<file path="src/rtl/cr16_pkg.sv">
// Shared CR16 definitions: fetch-stage state encoding and instruction width.
// Also used by the control FSM, which observes fetch progress.
package cr16_pkg;

  localparam int unsigned INSTR_W = 16;

  typedef enum logic [1:0] {
    IDLE = 2'd0,
    RD   = 2'd1,
    WAIT = 2'd2,
    CAP  = 2'd3
  } fetch_state_t;

endpackage

</file>
<file path="src/rtl/pc_unit.sv">
// Program counter register with absolute load, signed relative add and increment.
// All arithmetic is modulo 2^ADDR_W.
module pc_unit #(
  parameter int unsigned          ADDR_W   = 16,
  parameter logic [ADDR_W-1:0]    RESET_PC = '0
) (
  input  logic              clk,
  input  logic              rst,
  input  logic              load,
  input  logic [ADDR_W-1:0] load_addr,
  input  logic              add,
  input  logic [7:0]        disp,
  input  logic              inc,
  output logic [ADDR_W-1:0] pc
);

  logic [ADDR_W-1:0] disp_ext;

  // Sign-extend the 8-bit displacement; the add then wraps naturally.
  assign disp_ext = {{(ADDR_W-8){disp[7]}}, disp};

  always_ff @(posedge clk or negedge rst) begin
    if (!rst) begin
      pc <= RESET_PC;
    end else if (load) begin
      pc <= load_addr;
    end else if (add) begin
      pc <= pc + disp_ext;
    end else if (inc) begin
      pc <= pc + 1'b1;
    end
  end

endmodule

</file>
<file path="src/rtl/instr_fetch.sv">
// Fetch stage: reads one instruction word per request from synchronous RAM and
// hands it to the instruction register with a single-cycle ir_en pulse.
module instr_fetch
  import cr16_pkg::*;
#(
  parameter int unsigned       ADDR_W   = 16,
  parameter logic [ADDR_W-1:0] RESET_PC = '0,
  parameter int unsigned       MEM_LAT  = 1
) (
  input  logic               clk,
  input  logic               rst,
  input  logic               fetch_req,
  input  logic               jump_en,
  input  logic [ADDR_W-1:0]  jump_addr,
  input  logic               branch_en,
  input  logic [7:0]         branch_disp,
  output logic [ADDR_W-1:0]  mem_addr,
  output logic               mem_rd,
  input  logic [INSTR_W-1:0] mem_rdata,
  output logic [INSTR_W-1:0] instr,
  output logic               ir_en,
  output logic [ADDR_W-1:0]  pc,
  output logic               busy
);

  localparam logic [1:0] WCNT_INIT = 2'(MEM_LAT - 1);

  fetch_state_t       state, state_nx;
  logic [1:0]         wcnt, wcnt_nx;
  logic [INSTR_W-1:0] instr_q;
  logic               capture;
  logic               pc_load, pc_add, pc_inc;

  pc_unit #(
    .ADDR_W   (ADDR_W),
    .RESET_PC (RESET_PC)
  ) u_pc (
    .clk       (clk),
    .rst       (rst),
    .load      (pc_load),
    .load_addr (jump_addr),
    .add       (pc_add),
    .disp      (branch_disp),
    .inc       (pc_inc),
    .pc        (pc)
  );

  always_ff @(posedge clk or negedge rst) begin
    if (!rst) begin
      state   <= IDLE;
      wcnt    <= '0;
      instr_q <= '0;
    end else begin
      state <= state_nx;
      wcnt  <= wcnt_nx;
      if (capture) begin
        instr_q <= mem_rdata;
      end
    end
  end

  always_comb begin
    state_nx = state;
    wcnt_nx  = wcnt;
    capture  = 1'b0;
    pc_load  = 1'b0;
    pc_add   = 1'b0;
    pc_inc   = 1'b0;
    case (state)
      IDLE: begin
        // Redirect and fetch share an edge; the RD cycle then sees the new pc.
        if (jump_en) begin
          pc_load = 1'b1;
        end else if (branch_en) begin
          pc_add = 1'b1;
        end
        if (fetch_req) begin
          state_nx = RD;
        end
      end
      RD: begin
        state_nx = WAIT;
        wcnt_nx  = WCNT_INIT;
      end
      WAIT: begin
        if (wcnt == '0) begin
          capture  = 1'b1;
          state_nx = CAP;
        end else begin
          wcnt_nx = wcnt - 1'b1;
        end
      end
      CAP: begin
        pc_inc   = 1'b1;
        state_nx = fetch_req ? RD : IDLE;
      end
      default: state_nx = IDLE;
    endcase
  end

  assign mem_addr = pc;
  assign mem_rd   = (state == RD);
  assign ir_en    = (state == CAP);
  assign busy     = (state != IDLE);
  assign instr    = instr_q;

endmodule

</file>
<file path="config.mk">
export PLATFORM = sky130hd
export DESIGN_NAME = instr_fetch
export DESIGN_NICKNAME = d
export VERILOG_FILES = /design/src/rtl/cr16_pkg.sv /design/src/rtl/pc_unit.sv /design/src/rtl/instr_fetch.sv
export SDC_FILE = /design/constraint.sdc
export NUM_CORES = 1
export LEC_CHECK = 0
export CORE_AREA = 8 8 81 83
export DETAILED_ROUTE_END_ITERATION = 8
export DIE_AREA = 0 0 89 91
export PLACE_DENSITY = 0.95
export SYNTH_ARGS = -nofsm -noshare
export SYNTH_HDL_FRONTEND = slang
export SYNTH_SLANG_ARGS = --single-unit
</file>
<file path="constraint.sdc">
create_clock -name clk -period 8.9 [get_ports clk]
set_input_delay 2.67 -clock clk [delete_from_list [all_inputs] [get_ports clk]]
set_output_delay 2.67 -clock clk [all_outputs]
set_load 0.05 [all_outputs]
</file>
==> results.md <==
* Final Hold Viols at 0
* I/O Buffers at 95
* Share of layout cells above drive strength 1 at 0.128
* Max Root-Sink Buffers at 2
* Die width at 89 um
* Initial Util at 0.459
* FF/Latch Area at 901 um^2
* Slew @ Worst Pin at 902 ps
* Most frequent cell after synthesis: dfrtp_1
* Post-Place Cells at 385
* Vias at 2118
* Worst-skew pair later-pin latency at 300 ps
* Non-filler instance count after layout at 393
* Post-route ant nets at 0
* FILL cells at 469
* CTS resizes at 0
* Worst-path clk slew at 70 ps
* Placed instance area at 0.00328 mm^2
* Gate power share at 0.702
* CTS Buf Count at 5
* Min Tclk post-route at 5220 ps
* Fmax at 191 MHz
* Die Y at 91 um
* Leading post-synthesis cells by cell area: dfrtp_1 37%, mux2_2 8.3%, ha_1 6.6%
* Area of the multi-input gates at 0.00132 mm^2
* IR drop worst, VDD at 0.000237 V
* Element type at the critical path end: register
* Crit path kind: input port to register
* Setup Fix Bufs, Post-CTS at 0
* Synth top cells by count: 36 x dfrtp_1, 18 x mux2_2, 16 x buf_4
* DRC errors left at 0
* Synthesized cell area at 0.00245 mm^2
* Synth Flop Type: dfrtp_1
* Crit-path leading delay family: simple AND/OR/NAND/NOR gates
* RSZ-0062 raised after global routing: no
* Req. time, crit path at 9110 ps
* Area delta synth->final at 37.6%
* Number of global-route vias before repair at 2218
* Largest stage delay on the critical path at 550 ps
* Vias per std cell at 5.39
* Min-delay worst type: register to register
* Outcome: finished clean
* CTS Sinks at 36
* Clk pwr share at 0.079
* Final Max Slew Viols at 0
* Num ports at 96
* Final design utilization at 0.631
* Setup_tns at 0 ps
* Dominant cell type by area after synthesis: dfrtp_1
* Post-synth EDFFs at 0
* Power Dens Cells at 440 mW/mm^2
* CTS tree: done
* Cell variety after synth at 56
* Internal power at 0.000672 W
* Area share of the largest cell type after synthesis at 0.368
* Startpoint Class: input port
* Total GRT Usage at 0.166
* Final GP Congestion at 0.885
* Die footprint at 0.00810 mm^2
* # diodes at 0
* Register area share after synthesis at 0.368
* Setup Skew at 11.0 ps
* Buf/Inv on CP at 1
* Remaining Overflow, GRT at 0
* CP max FO at 6
* Clock root cell: clkbuf_8
* Final #Nets at 379
* Slowest CP cell: clkdlybuf4s50_1
* Final WL at 6630 um
* Post-DR wirelength/cell at 16.9 um
* Max-Slew Margin vs Limit at 0.399
* Worst path cell trace: clkdlybuf4s50_1, nand2_1, or3_1, ha_1, fa_1, a21oi_1, o211ai_1, nand3_2, nor4bb_2, a2111oi_2, a211oi_2
* #FFs+latches synth at 36
* Reg power frac at 0.219
* Synth Instances at 245
* First-pass GRT wire length at 10800 um
* Core area at 0.00534 mm^2
* P_sw at 0.000811 W
* Drt first pass iters at 4
* Leak at 1.41 nW
* Sw Ratio at 0.547
* H-tree levels at 2
* Worst Path Arrival at 5430 ps
* Syn nets at 304
* Ys Warns at 0
* Final setup violation count at 0
* Post-CTS Hold Fix Bufs at 0
* DP Wirelength at 5210 um
* Initial antenna violation count at 0
* Largest net degree at the start of global routing at 37
* Asr flop ratio synth at 1.00
* Synthesized area per cell at 9.99 um^2
* Period utilisation layout at 0.587
* Site row count at 27
* Max Cap Viol at 0
* Design Area, Final at 0.00337 mm^2
* DRT iter0 DRCs at 97
flip-flops by register name, indices dropped and copies added (netlist names):
name and flops:
u_pc.pc 16, state 2, wcnt 2, instr 16
cell families after synthesis:
family | share of synthesized area
simple gates | 0.183
compound gates | 0.156
flops | 0.368
buf+inv | 0.0936
mux | 0.103
fa+ha+maj | 0.0746
xor+xnor | 0.0215
metal layers:
layer / wire length, um / vias up / track usage
li1: - / 1028 / -
met1: 2670 / 991 / 0.204
met2: 3240 / 89 / 0.274
met3: 638 / 10 / 0.0441
met4: 82 / 0 / 0.0513
met5: 0 / - / 0
final cells by class:
class	count	share of cell area
inverter	7	0.00780
sequential	36	0.267
timing repair buffer	95	0.281
clock buffer	5	0.0204
multi-input combinational	175	0.391
clock inverter	3	0.00557
tap	72	0.0267
placed cells by master (no fill, tap or decap), types with 3 or more instances in the layout:
cell type,count
a21o_1,4
mux2_2,18
xor2_1,3
nor2_1,8
o21ai_0,7
clkdlybuf4s50_1,94
xnor2_1,3
a31oi_1,3
nor3_1,14
nand3_1,9
ha_1,13
dfrtp_1,36
clkbuf_8,5
inv_1,7
mux2i_1,5
a21oi_1,14
nand2_1,15
or3_1,4
nand2b_1,3
and2_1,6
o22ai_1,9
worst register-to-register path, cell delays in order (launching register included):
cell       delay (ps)
dfrtp_1           410
inv_1             140
ha_1              350
nand2_1           110
or3_1             330
ha_1              220
fa_1              430
a21oi_1           180
o211ai_1          150
nand3_2           170
nor4bb_2          400
a2111oi_2          90
a211oi_2          160
worst paths after layout:
| path | end | slack, ps | startpoint | depth (start not counted) |
|---|---|---|---|---|
| max in group asynchronous | instr[2] | 5850 | rst | 1 |
| worst max register to register | u_pc.pc[14] | 5690 | state[0] | 12 |
| min in group asynchronous | u_pc.pc[5] | 2480 | rst | 1 |
| worst min register to register | wcnt[1] | 500 | wcnt[1] | 2 |
| worst min-delay path | wcnt[1] | 500 | wcnt[1] | 2 |
| worst max-delay path | u_pc.pc[14] | 3680 | branch_en | 11 |
power by group through the flow:
stage / clock network (W) / registers (W) / logic [W]
floorplan: 0 / 0.000550 / 0.000549
global placement: 0 / 0.000320 / 0.00103
detailed placement: 0 / 0.000327 / 0.00105
CTS: 0.000120 / 0.000325 / 0.00105
global route: 0.000128 / 0.000339 / 0.00110
finish: 0.000118 / 0.000325 / 0.00104
metrics by stage:
stage | worst slack (ps) | hold slack [ps] | total power [W]
after global placement | 3470 | 461 | 0.00135
final | 3680 | 499 | 0.00148
after floorplan | 4140 | 450 | 0.00110
after global routing | 3470 | 529 | 0.00157
after detailed placement | 3360 | 483 | 0.00138
after CTS | 3660 | 500 | 0.00150
No activity file was read; power rests on OpenSTA's default activity.
